===== src/rtl/ysyx_22050019_wb_arbiter.sv =====
`default_nettype none
// ============================================================================
// Module   : ysyx_22050019_wb_arbiter
// Purpose  : Shares the single register-file write port between the ALU/EXU
//            writeback stream and the LSU load-data stream. Keeps a scoreboard
//            of registers with an outstanding load and raises a read-after-
//            write stall towards decode.
// Ports    :
//   clk_i           clock, all state on the rising edge
//   rst_ni          asynchronous reset, active low
//   alu_valid_i     ALU writeback request        / alu_ready_o  accepted
//   alu_waddr_i     ALU destination register     / alu_wdata_i  ALU result
//   lsu_valid_i     load writeback request       / lsu_ready_o  accepted
//   lsu_waddr_i     load destination register    / lsu_wdata_i  load data
//   ld_issue_i      pulse: a load was issued to ld_issue_rd_i
//   raddr1_i/2_i    decode operand read addresses
//   raw_stall_o     decode must stall (operand not yet in the regfile)
//   regs_wen_o / regs_waddr_o / regs_wdata_o   registered regfile write port
// Revision : 1.0  initial release
// ============================================================================
module ysyx_22050019_wb_arbiter #(
    parameter int ADDR_WIDTH = 5,
    parameter int DATA_WIDTH = 64,
    parameter int STARVE_MAX = 3
) (
    input  logic                  clk_i,
    input  logic                  rst_ni,
    input  logic                  alu_valid_i,
    output logic                  alu_ready_o,
    input  logic [ADDR_WIDTH-1:0] alu_waddr_i,
    input  logic [DATA_WIDTH-1:0] alu_wdata_i,
    input  logic                  lsu_valid_i,
    output logic                  lsu_ready_o,
    input  logic [ADDR_WIDTH-1:0] lsu_waddr_i,
    input  logic [DATA_WIDTH-1:0] lsu_wdata_i,
    input  logic                  ld_issue_i,
    input  logic [ADDR_WIDTH-1:0] ld_issue_rd_i,
    input  logic [ADDR_WIDTH-1:0] raddr1_i,
    input  logic [ADDR_WIDTH-1:0] raddr2_i,
    output logic                  raw_stall_o,
    output logic                  regs_wen_o,
    output logic [ADDR_WIDTH-1:0] regs_waddr_o,
    output logic [DATA_WIDTH-1:0] regs_wdata_o
);

    localparam int NREGS = 1 << ADDR_WIDTH;
    localparam int CW    = $clog2(STARVE_MAX + 1);
    localparam logic [CW-1:0] C_LAST = CW'(STARVE_MAX - 1);
    localparam logic [CW-1:0] C_MAX  = CW'(STARVE_MAX);

    typedef enum logic [0:0] {
        PRIO_LSU = 1'b0,
        PRIO_ALU = 1'b1
    } state_t;

    state_t                state_q, state_d;
    logic [CW-1:0]         starve_q, starve_d;
    logic [NREGS-1:0]      busy_q, busy_d;
    logic                  wen_q, wen_d;
    logic [ADDR_WIDTH-1:0] waddr_q, waddr_d;
    logic [DATA_WIDTH-1:0] wdata_q, wdata_d;

    logic alu_gnt;
    logic lsu_gnt;
    logic alu_blocked;

    // An ALU result must not land before an older load to the same register,
    // otherwise the load would later overwrite the newer value.
    assign alu_blocked = (alu_waddr_i != '0) && busy_q[alu_waddr_i];

    // ------------------------------------------------------------------
    // Arbitration FSM: next state, starvation counter and grants
    // ------------------------------------------------------------------
    always_comb begin
        state_d  = state_q;
        starve_d = starve_q;
        alu_gnt  = 1'b0;
        lsu_gnt  = 1'b0;
        case (state_q)
            PRIO_LSU: begin
                if (lsu_valid_i) begin
                    lsu_gnt = 1'b1;
                end else if (alu_valid_i && !alu_blocked) begin
                    alu_gnt = 1'b1;
                end
                if (alu_valid_i && !alu_gnt) begin
                    if (starve_q == C_LAST) begin
                        state_d = PRIO_ALU;
                    end
                    if (starve_q != C_MAX) begin
                        starve_d = starve_q + 1'b1;
                    end
                end
            end
            PRIO_ALU: begin
                if (alu_valid_i && !alu_blocked) begin
                    alu_gnt = 1'b1;
                    state_d = PRIO_LSU;
                end else if (lsu_valid_i) begin
                    // ALU is waiting on a load (or gone): keep the port busy.
                    lsu_gnt = 1'b1;
                end
                if (!alu_valid_i) begin
                    state_d  = PRIO_LSU;
                    starve_d = '0;
                end
            end
            default: begin
                state_d = PRIO_LSU;
            end
        endcase
        if (alu_gnt) begin
            starve_d = '0;
        end
    end

    assign alu_ready_o = alu_gnt && rst_ni;
    assign lsu_ready_o = lsu_gnt && rst_ni;

    // ------------------------------------------------------------------
    // Load scoreboard: set on issue wins over a clear on the same edge
    // ------------------------------------------------------------------
    always_comb begin
        busy_d = busy_q;
        if (lsu_gnt && (lsu_waddr_i != '0)) begin
            busy_d[lsu_waddr_i] = 1'b0;
        end
        if (ld_issue_i && (ld_issue_rd_i != '0)) begin
            busy_d[ld_issue_rd_i] = 1'b1;
        end
        busy_d[0] = 1'b0;
    end

    // ------------------------------------------------------------------
    // Registered write port. Writes to x0 are accepted but never enabled.
    // ------------------------------------------------------------------
    always_comb begin
        wen_d   = 1'b0;
        waddr_d = waddr_q;
        wdata_d = wdata_q;
        if (alu_gnt) begin
            wen_d   = (alu_waddr_i != '0);
            waddr_d = alu_waddr_i;
            wdata_d = alu_wdata_i;
        end else if (lsu_gnt) begin
            wen_d   = (lsu_waddr_i != '0);
            waddr_d = lsu_waddr_i;
            wdata_d = lsu_wdata_i;
        end
    end

    always_ff @(posedge clk_i or negedge rst_ni) begin
        if (!rst_ni) begin
            state_q  <= PRIO_LSU;
            starve_q <= '0;
            busy_q   <= '0;
            wen_q    <= 1'b0;
            waddr_q  <= '0;
            wdata_q  <= '0;
        end else begin
            state_q  <= state_d;
            starve_q <= starve_d;
            busy_q   <= busy_d;
            wen_q    <= wen_d;
            waddr_q  <= waddr_d;
            wdata_q  <= wdata_d;
        end
    end

    assign regs_wen_o   = wen_q;
    assign regs_waddr_o = waddr_q;
    assign regs_wdata_o = wdata_q;

    // ------------------------------------------------------------------
    // RAW stall: operand is pending a load, or is being written this cycle
    // (the regfile only takes the write at the next edge).
    // ------------------------------------------------------------------
    logic stall1;
    logic stall2;

    assign stall1 = (raddr1_i != '0) &&
                    (busy_q[raddr1_i] || (wen_q && (waddr_q == raddr1_i)));
    assign stall2 = (raddr2_i != '0) &&
                    (busy_q[raddr2_i] || (wen_q && (waddr_q == raddr2_i)));
    assign raw_stall_o = stall1 || stall2;

endmodule
`default_nettype wire


===== config.mk =====
export PLATFORM = sky130hd
export DESIGN_NAME = ysyx_22050019_wb_arbiter
export DESIGN_NICKNAME = d
export VERILOG_FILES = /design/src/rtl/ysyx_22050019_wb_arbiter.sv
export SDC_FILE = /design/constraint.sdc
export NUM_CORES = 1
export LEC_CHECK = 0
export CAP_MARGIN = 20
export CELL_PAD_IN_SITES_DETAIL_PLACEMENT = 0
export CELL_PAD_IN_SITES_GLOBAL_PLACEMENT = 1
export CORE_UTILIZATION = 33
export DETAILED_ROUTE_END_ITERATION = 12
export GPL_TIMING_DRIVEN = 0
export HOLD_SLACK_MARGIN = 0.06
export PLACE_DENSITY = 0.84
export SYNTH_ARGS = -nofsm -noshare
export SYNTH_HDL_FRONTEND = slang
export SYNTH_SLANG_ARGS = --single-unit
export TNS_END_PERCENT = 1

===== constraint.sdc =====
create_clock -name clk_i -period 2.5 [get_ports clk_i]
set_input_delay 0.25 -clock clk_i [delete_from_list [all_inputs] [get_ports clk_i]]
set_output_delay 0.25 -clock clk_i [all_outputs]
set_load 0.1 [all_outputs]

# Yosys cells after proc, flatten, opt, wreduce, memory -nomap -nowiden
# Cells that the tools add are included.
# op_classes
addsub	1
muxes	35
reduce_logical	25
eq_ne	7
order_cmp	7
bitwise	4
# ops
op	count
$mux W64	2
$mux W32	2
$and A32 B32 Y32	1
$not A32 Y32	1
$or A32 B32 Y32	1
$lt A5 B6 Y1 const B	5
$reduce_bool A5 Y1	5
$mux W1	16
$bmux W1 S5	3
$logic_and A1 B1 Y1	13
$demux W1 S5	2
$eq A5 B5 Y1	2
$ge A5 B1 Y1 const B	2
$mux W5	2
$mux W2	4
$ne A3 B3 Y1 const B	2
$pmux W1 S2	3
$pmux W2 S2	1
$logic_or A1 B1 Y1	3
$ne A3 B2 Y1 const B	1
$reduce_and A3 Y1	1
$add A2 B1 Y2 const B	1
$eq A2 B2 Y1 const B	1
$logic_not A1 Y1	2
3 further kinds	3
# word_totals
output_inout_bits	73
regBits	104
input_bits	158

# Longest topological paths before layout
# Gate-level depths: netlist of the first run.
# logic_depth
ltp_word	13
mapped_depth	10

# Worst setup path before layout of the first run
# OpenSTA, ideal clock, no wires.
# synth_path
kind	in2out
startpoint	input raddr1_i[0]
endpoint	output raw_stall_o
slack_ns	-0.494
cell_stages	5
n_path_buf	1
required_ns	2.250
t_arrival_ns	2.744
path_cell_list	buf_1 mux4_2 mux4_2 o21ai_0 nand4_1
# synth_via
elab_chain_cells	5
word_cells_on_any_way	8
# synth_lines
element	line	source
from (decl)	38	input logic [ADDR_WIDTH-1:0] raddr1_i,
$bmux W1 S5 or $eq A5 B5 Y1 (tied branches)	182	(busy_q[raddr1_i] || (wen_q && (waddr_q == raddr1_i)));
$mux W1 (implied by the code) or $logic_and A1 B1 Y1 (tied branches)	182	
$logic_or A1 B1 Y1	182	
$logic_and A1 B1 Y1 (*)	181	assign stall1 = (raddr1_i != '0) &&
$logic_or A1 B1 Y1 (*)	185	assign raw_stall_o = stall1 || stall2;
to (decl)	40	output logic raw_stall_o,
# Mark *: on every way between the ends. The rest lies on a longest branch, timed or not. The select of a mux whose other input is x is not followed.

# Worst setup path after layout of the first run
# layout_path
startpoint	register busy_q[28]
endpoint	output alu_ready_o
# layout_via
elab_chain_cells	10
# layout_lines
element	line	source
from (decl)	58	logic [NREGS-1:0] busy_q, busy_d;
from (signal assigned)	163	busy_q <= busy_d;
$bmux W1 S5 (*)	69	assign alu_blocked = (alu_waddr_i != '0) && busy_q[alu_waddr_i];
$mux W1 (implied by the code) (*)	69	
$logic_and A1 B1 Y1 (*)	69	
$logic_not A1 Y1 (*)	83, 96	
$logic_and A1 B1 Y1 (*)	83, 96	
$mux W1 (*)	83, 96	
$mux W1	81	if (lsu_valid_i) begin
$mux W1	79	case (state_q)
$pmux W1 S2 (*)	79	
$logic_and A1 B1 Y1 (*)	117	assign alu_ready_o = alu_gnt && rst_ni;
to (decl)	29	output logic alu_ready_o,
# Marks and branches as above.

==> metrics.csv, run 1 <==
metric,value,unit
p_leak,4.05,nW
grt_usage,23.2,%
p_comb_share,48.0,%
async_reset_ff_share,100,%
arrival,2.49,ns
layout-drive-gt1-share,15.1,%
dp_cells,930,
required,2.25,ns
hold_viol,0,
final_cells,964,
portBuffers,222,
switching_share,44.0,%
cts_root_buffer,clkbuf_16,
vias,5508,
setup_slack,-0.239,ns
clkSlewWorstSetupHoldPaths,0.07,ns
p_switching,0.00322,W
dpl_cell_area,8290,sq um
synth.most_common_cell,dfrtp_1,
antenna_found_initial,2,
period_needed,2.74,ns
core.rowCount,47,
die-area,17900,sq um
cap_viol_max_count,0,
worstHoldPathType,input port to flip-flop,
crit_buf_inv,2,
grt_max_degree,53,
synth_top_area_share,45.5,%
detail-route-antenna-nets,0,
avgRoutedWirePerCell,21.4,um
clock_path_buffers,2,
p_seq_share,32.0,%
core_area,16800,sq um
clock_sinks,104,
dp_hpwl,15200,um
drc,0,
design_area,8910,sq um
finalSetupTns,-0.624,ns
finalMaxSlewViolations,0,
cp_top_family,multiplexers,
power_density,823,nW/um^2
cts_tree,done,
grt-ovfl-total,0,
ys_seq_elements,104,
cp_max_fo,4,
cts_max_level,3,
synth_top_cell_by_area,dfrtp_1,
ios,231,
grt_pass1_wl,31700,um
diodes,0,
area_delta_synth_final,55.7,%
cp-end-kind,output pin,
fin_crit_sh,110,%
utilization,53.2,%
globalplace.congestion,0.857,
synth_area_leaders,"dfrtp_1, a22o_1, mux4_2",
p_clk_share,20.1,%
numCtsBuffers,9,
mappedNetlistNets,647,
synth.avg_cell_area,11.8,sq um
synth_area,5720,sq um
synth_flop_cell,dfrtp_1,
power.internal,0.00411,W
drt_iter0_markers,382,
setup_viol,9,
status,finished with violations,
ys_seq_area_share,45.5,%
worst_pin_slew,1.02,ns
dieWidth,134,um
slowest_delay,0.47,ns
ir_drop,0.000537,V
die_h,134,um
synth_warnings,0,
path_cells,mux4_2 > mux2_4 > o22ai_4 > a22oi_2 > nor2_4 > buf_6 > and2_4 > buf_12,
netlist_instances,487,
fin_skew,0.00638,ns
fin_nets,899,
first_pass_iters,5,
rsz0062_at_grt,yes,
synth_edf_count,0,
synth_common_cells,"dfrtp_1, a22o_1, a21o_1, mux4_2, buf_2",
vias_per_cell,5.71,
critical_path_class,flip-flop to output pin,
violations,negative setup slack,
start_kind,flip-flop,
insertion_delay,0.36,ns
finalWirelength,20700,um
synth_cell_type_count,45,
fmax,0.365,GHz
cp_slowest_cell,mux4_2,
grt_pass1_vias,5700,
max_slew_margin,31.9,%
hold_ws,0.285,ns
start_util,34.1,%
==> state kept, by name, indices dropped and copies added, names as in the netlist <==
name	cells
starve_q	2
regs_wdata_o	64
regs_wen_o	1
state_q	1
regs_waddr_o	5
busy_q	31
==> cells by family after synthesis <==
| kind of cell | after synthesis | share of synthesized area, % |
|---|---|---|
| buf+inv | 49 | 4.11 |
| flops | 104 | 45.5 |
| fa+ha+maj | 2 | 0.437 |
| compound gates | 195 | 27.9 |
| simple gates | 96 | 10.0 |
| mux | 30 | 10.4 |
| xor+xnor | 11 | 1.68 |
==> power by group through the flow <==
stage	logic, W	clock network (W)	registers, W
2_1_floorplan	0.00100	0	0.00366
3_3_place_gp	0.00331	0	0.00234
3_5_place_dp	0.00336	0	0.00236
4_1_cts	0.00350	0.00148	0.00233
5_1_grt	0.00366	0.00155	0.00238
6_report	0.00352	0.00147	0.00234
==> metal layers <==
layer | vias up | track usage [%] | share of wire, %
li1 | 2433 | - | -
met1 | 2779 | 29.5 | 41
met2 | 269 | 38.3 | 49
met3 | 25 | 5.29 | 7.9
met4 | 2 | 8.65 | 1.9
met5 | - | 0 | 0.053
==> per-stage QoR <==
stage,power [W],setup WS (ns)
after CTS,0.00730,-0.228
final,0.00733,-0.239
after global placement,0.00565,-3.71
after detailed placement,0.00573,-1.76
after floorplan,0.00466,-0.0971
after global routing,0.00758,-0.313
==> timing repair <==
action / 4_1_cts / 5_1_grt
hold endpoints to repair: 52 / 0
setup endpoints to repair: 104 / 95
buffers inserted: 13 / 2
hold buffers: 2 / 0
pin swaps: 5 / 2
resized for setup: 59 / 15
==> cells in the final DEF (no fill, tap or decap), drive strengths merged, types with 2 or more instances in the layout <==
cell / Yosys / final
and3b: 4 / 4
nor3b: 8 / 8
a221oi: 2 / 2
dlygate4sd2: 0 / 4
a21oi: 2 / 2
clkdlybuf4s50: 0 / 214
nand4: 9 / 9
o22ai: 2 / 2
nor3: 3 / 3
a21o: 68 / 68
and2: 3 / 3
clkbuf: 18 / 30
nand3: 10 / 10
nor2: 14 / 14
nor2b: 2 / 2
nand4b: 17 / 17
mux4: 23 / 23
ha: 2 / 2
buf: 26 / 49
inv: 5 / 5
nand2: 16 / 16
nor4: 4 / 4
clkinv: 0 / 2
o21ai: 8 / 8
and3: 5 / 5
a22o: 100 / 100
xor2: 8 / 8
mux2i: 3 / 3
dfrtp: 104 / 104
a31oi: 3 / 3
mux2: 4 / 4
a22oi: 3 / 3
xnor2: 3 / 3
==> worst register-to-register path, delay by kind of cell (launching register included) <==
kind	cells	cell delay [ns]
AOI/OAI and AO/OA	4	1.06
buffers and inverters	3	0.53
DFF	1	0.41
muxes	1	0.26
and+or+nand+nor	1	0.13
==> final timing paths <==
check / startpoint / end / slack [ns] / depth (start not counted)
worst max-delay path: busy_q[28]$_DFF_PN0_ / alu_ready_o / -0.24 / 8
worst min-delay path: alu_valid_i / state_q$_DFF_PN0_ / 0.29 / 2
worst max register to register: busy_q[13]$_DFF_PN0_ / busy_q[11]$_DFF_PN0_ / -0.01 / 9
worst min register to register: regs_wdata_o[53]$_DFFE_PN0P_ / regs_wdata_o[53]$_DFFE_PN0P_ / 0.58 / 2
max in group asynchronous: rst_ni / regs_waddr_o[1]$_DFFE_PN0P_ / 1.58 / 3
min in group asynchronous: rst_ni / regs_wdata_o[60]$_DFFE_PN0P_ / 0.65 / 3
==> final cells by class <==
type                            instances  area (sq um)
Fill cell                            1444          7850
Multi-Input combinational cell        334          2940
Sequential cell                       104          2610
Timing Repair Buffer                  241          2420
Buffer                                 44           353
Tap cell                              220           275
Clock buffer                           13           260
Clock inverter                          3          40.0
Inverter                                5          18.8
Note: power is estimated with default switching activity, not from simulation.
==> run 2, diff against run 1 <==
Settings changed: PLACE_DENSITY 0.84 to 0.85.
==> run 2 against run 1 <==
Effect of this change:
- the flow still finishes with violations (negative setup slack)
- cell area up 0.79%
- die area unchanged
- flip-flop and latch count unchanged
- sequential share of layout area down 0.23 points
- combinational power up 4%
- largest power group unchanged
==> metrics.csv, run 2 (synthesized netlist as in run 1, its figures left out) <==
metric,value,unit
grt_max_degree,59,
pre_cts_ws,-1.77,ns
first_pass_iters,5,
p_leak,4.10,nW
fmax,0.366,GHz
globalplace.congestion,0.863,
clock_path_buffers,2,
insertion_delay,0.35,ns
finalWirelength,21600,um
avgRoutedWirePerCell,22.1,um
cts_max_level,3,
status,finished with violations,
fin_nets,910,
area_delta_synth_final,57.0,%
ir_drop,0.000517,V
setup_slack,-0.230,ns
dp_cells,930,
arrival,2.48,ns
period_needed,2.73,ns
detail-route-antenna-nets,0,
max_slew_margin,31.1,%
dp_hpwl,15300,um
worstHoldPathType,input port to flip-flop,
critical_path_class,flip-flop to output pin,
hold_viol,0,
dieWidth,134,um
layout_commonest_cell,clkdlybuf4s50_1,
clock_sinks,104,
numCtsBuffers,9,
drt_iter0_markers,390,
violations,negative setup slack,
required,2.25,ns
fin_skew,0.0106,ns
vias_per_cell,5.75,
worst_pin_slew,1.03,ns
grt_pass1_wl,33500,um
grt_usage,24.6,%
grt_pass1_vias,6030,
layout-drive-gt1-share,16.6,%
vias,5609,
clkSlewWorstSetupHoldPaths,0.07,ns
power_density,839,nW/um^2
final_cell_mix,"clkdlybuf4s50_1, a22o_1, dfrtp_1, a21o_1, buf_4",
cap_viol_max_count,0,
core.rowCount,47,
ios,231,
grt-ovfl-total,0,
diodes,0,
cp_max_fo,4,
start_util,34.1,%
rsz0062_at_grt,yes,
die_h,134,um
die-area,17900,sq um
start_kind,flip-flop,
portBuffers,222,
cp-end-kind,output pin,
setup_viol,4,
cts_root_buffer,clkbuf_16,
core_area,16800,sq um
largest_register_ffs,64,
antenna_found_initial,1,
drc,0,
fin_crit_sh,109,%
cts_tree,done,
final_cells,975,
finalMaxSlewViolations,0,
run 2: worst paths after layout:
| path | slack, ns | depth (start not counted) | from | end |
|---|---|---|---|---|
| min in group asynchronous | 0.47 | 2 | rst_ni | regs_wdata_o[61]$_DFFE_PN0P_ |
| max reg2reg | -0.02 | 9 | busy_q[12]$_DFF_PN0_ | busy_q[30]$_DFF_PN0_ |
| max in group asynchronous | 1.30 | 3 | rst_ni | regs_wdata_o[1]$_DFFE_PN0P_ |
| min | 0.29 | 2 | alu_valid_i | state_q$_DFF_PN0_ |
| min reg2reg | 0.58 | 2 | regs_wdata_o[44]$_DFFE_PN0P_ | regs_wdata_o[44]$_DFFE_PN0P_ |
| max | -0.23 | 8 | busy_q[12]$_DFF_PN0_ | alu_ready_o |
run 2: layout make-up:
cell class	instances	area (sq um)
Fill cell	1421	7780
Multi-Input combinational cell	334	2930
Sequential cell	104	2610
Timing Repair Buffer	252	2490
Buffer	44	335
Tap cell	220	275
Clock buffer	11	243
Clock inverter	5	80.1
Inverter	5	18.8
run 2: worst max-delay path: stages (launching register included):
cell     delay (ns)
dfrtp_1        0.43
mux4_2         0.48
o22ai_1        0.20
o31a_2         0.27
a22oi_2        0.13
nor2_4         0.18
buf_6          0.13
and2_4         0.14
buf_12         0.16
run 2: metrics by stage:
stage	setup TNS, ns	hold WS (ns)	utilization [%]	power [W]	area, sq um
3_3_place_gp	-370.06	0.525	49.3	0.00564	8270
6_report	-0.595	0.285	53.6	0.00754	8980
4_1_cts	-1.16	0.266	53.3	0.00751	8930
5_1_grt	-1.50	0.292	53.6	0.00780	8980
3_5_place_dp	-74.17	0.321	49.5	0.00574	8290
2_1_floorplan	-0.167	-0.0456	-	0.00466	5770
run 2: metal layers:
layer / up-vias / wire (um) / GRT usage (%)
met5: - / 13 / 0
met4: 2 / 375 / 8.02
met3: 33 / 2040 / 7.27
met2: 310 / 10600 / 40.5
met1: 2823 / 8490 / 30.8
li1: 2441 / - / -
run 2: timing repair:
item                                    4_1_cts  5_1_grt
endpoints found under the setup margin      104       91
resized for setup                            53       30
pin swaps                                     5        4
buffers inserted                             27        0
hold buffers                                  1        0
hold endpoints to repair                     48        0
run 2: power by group:
part	internal (W)	switching, W	leakage [nW]	total [W]
registers	0.00202	0.000295	1.26	0.00231
logic	0.00132	0.00234	2.69	0.00366
clock network	0.000905	0.000659	0.152	0.00156
total	0.00424	0.00330	4.10	0.00754
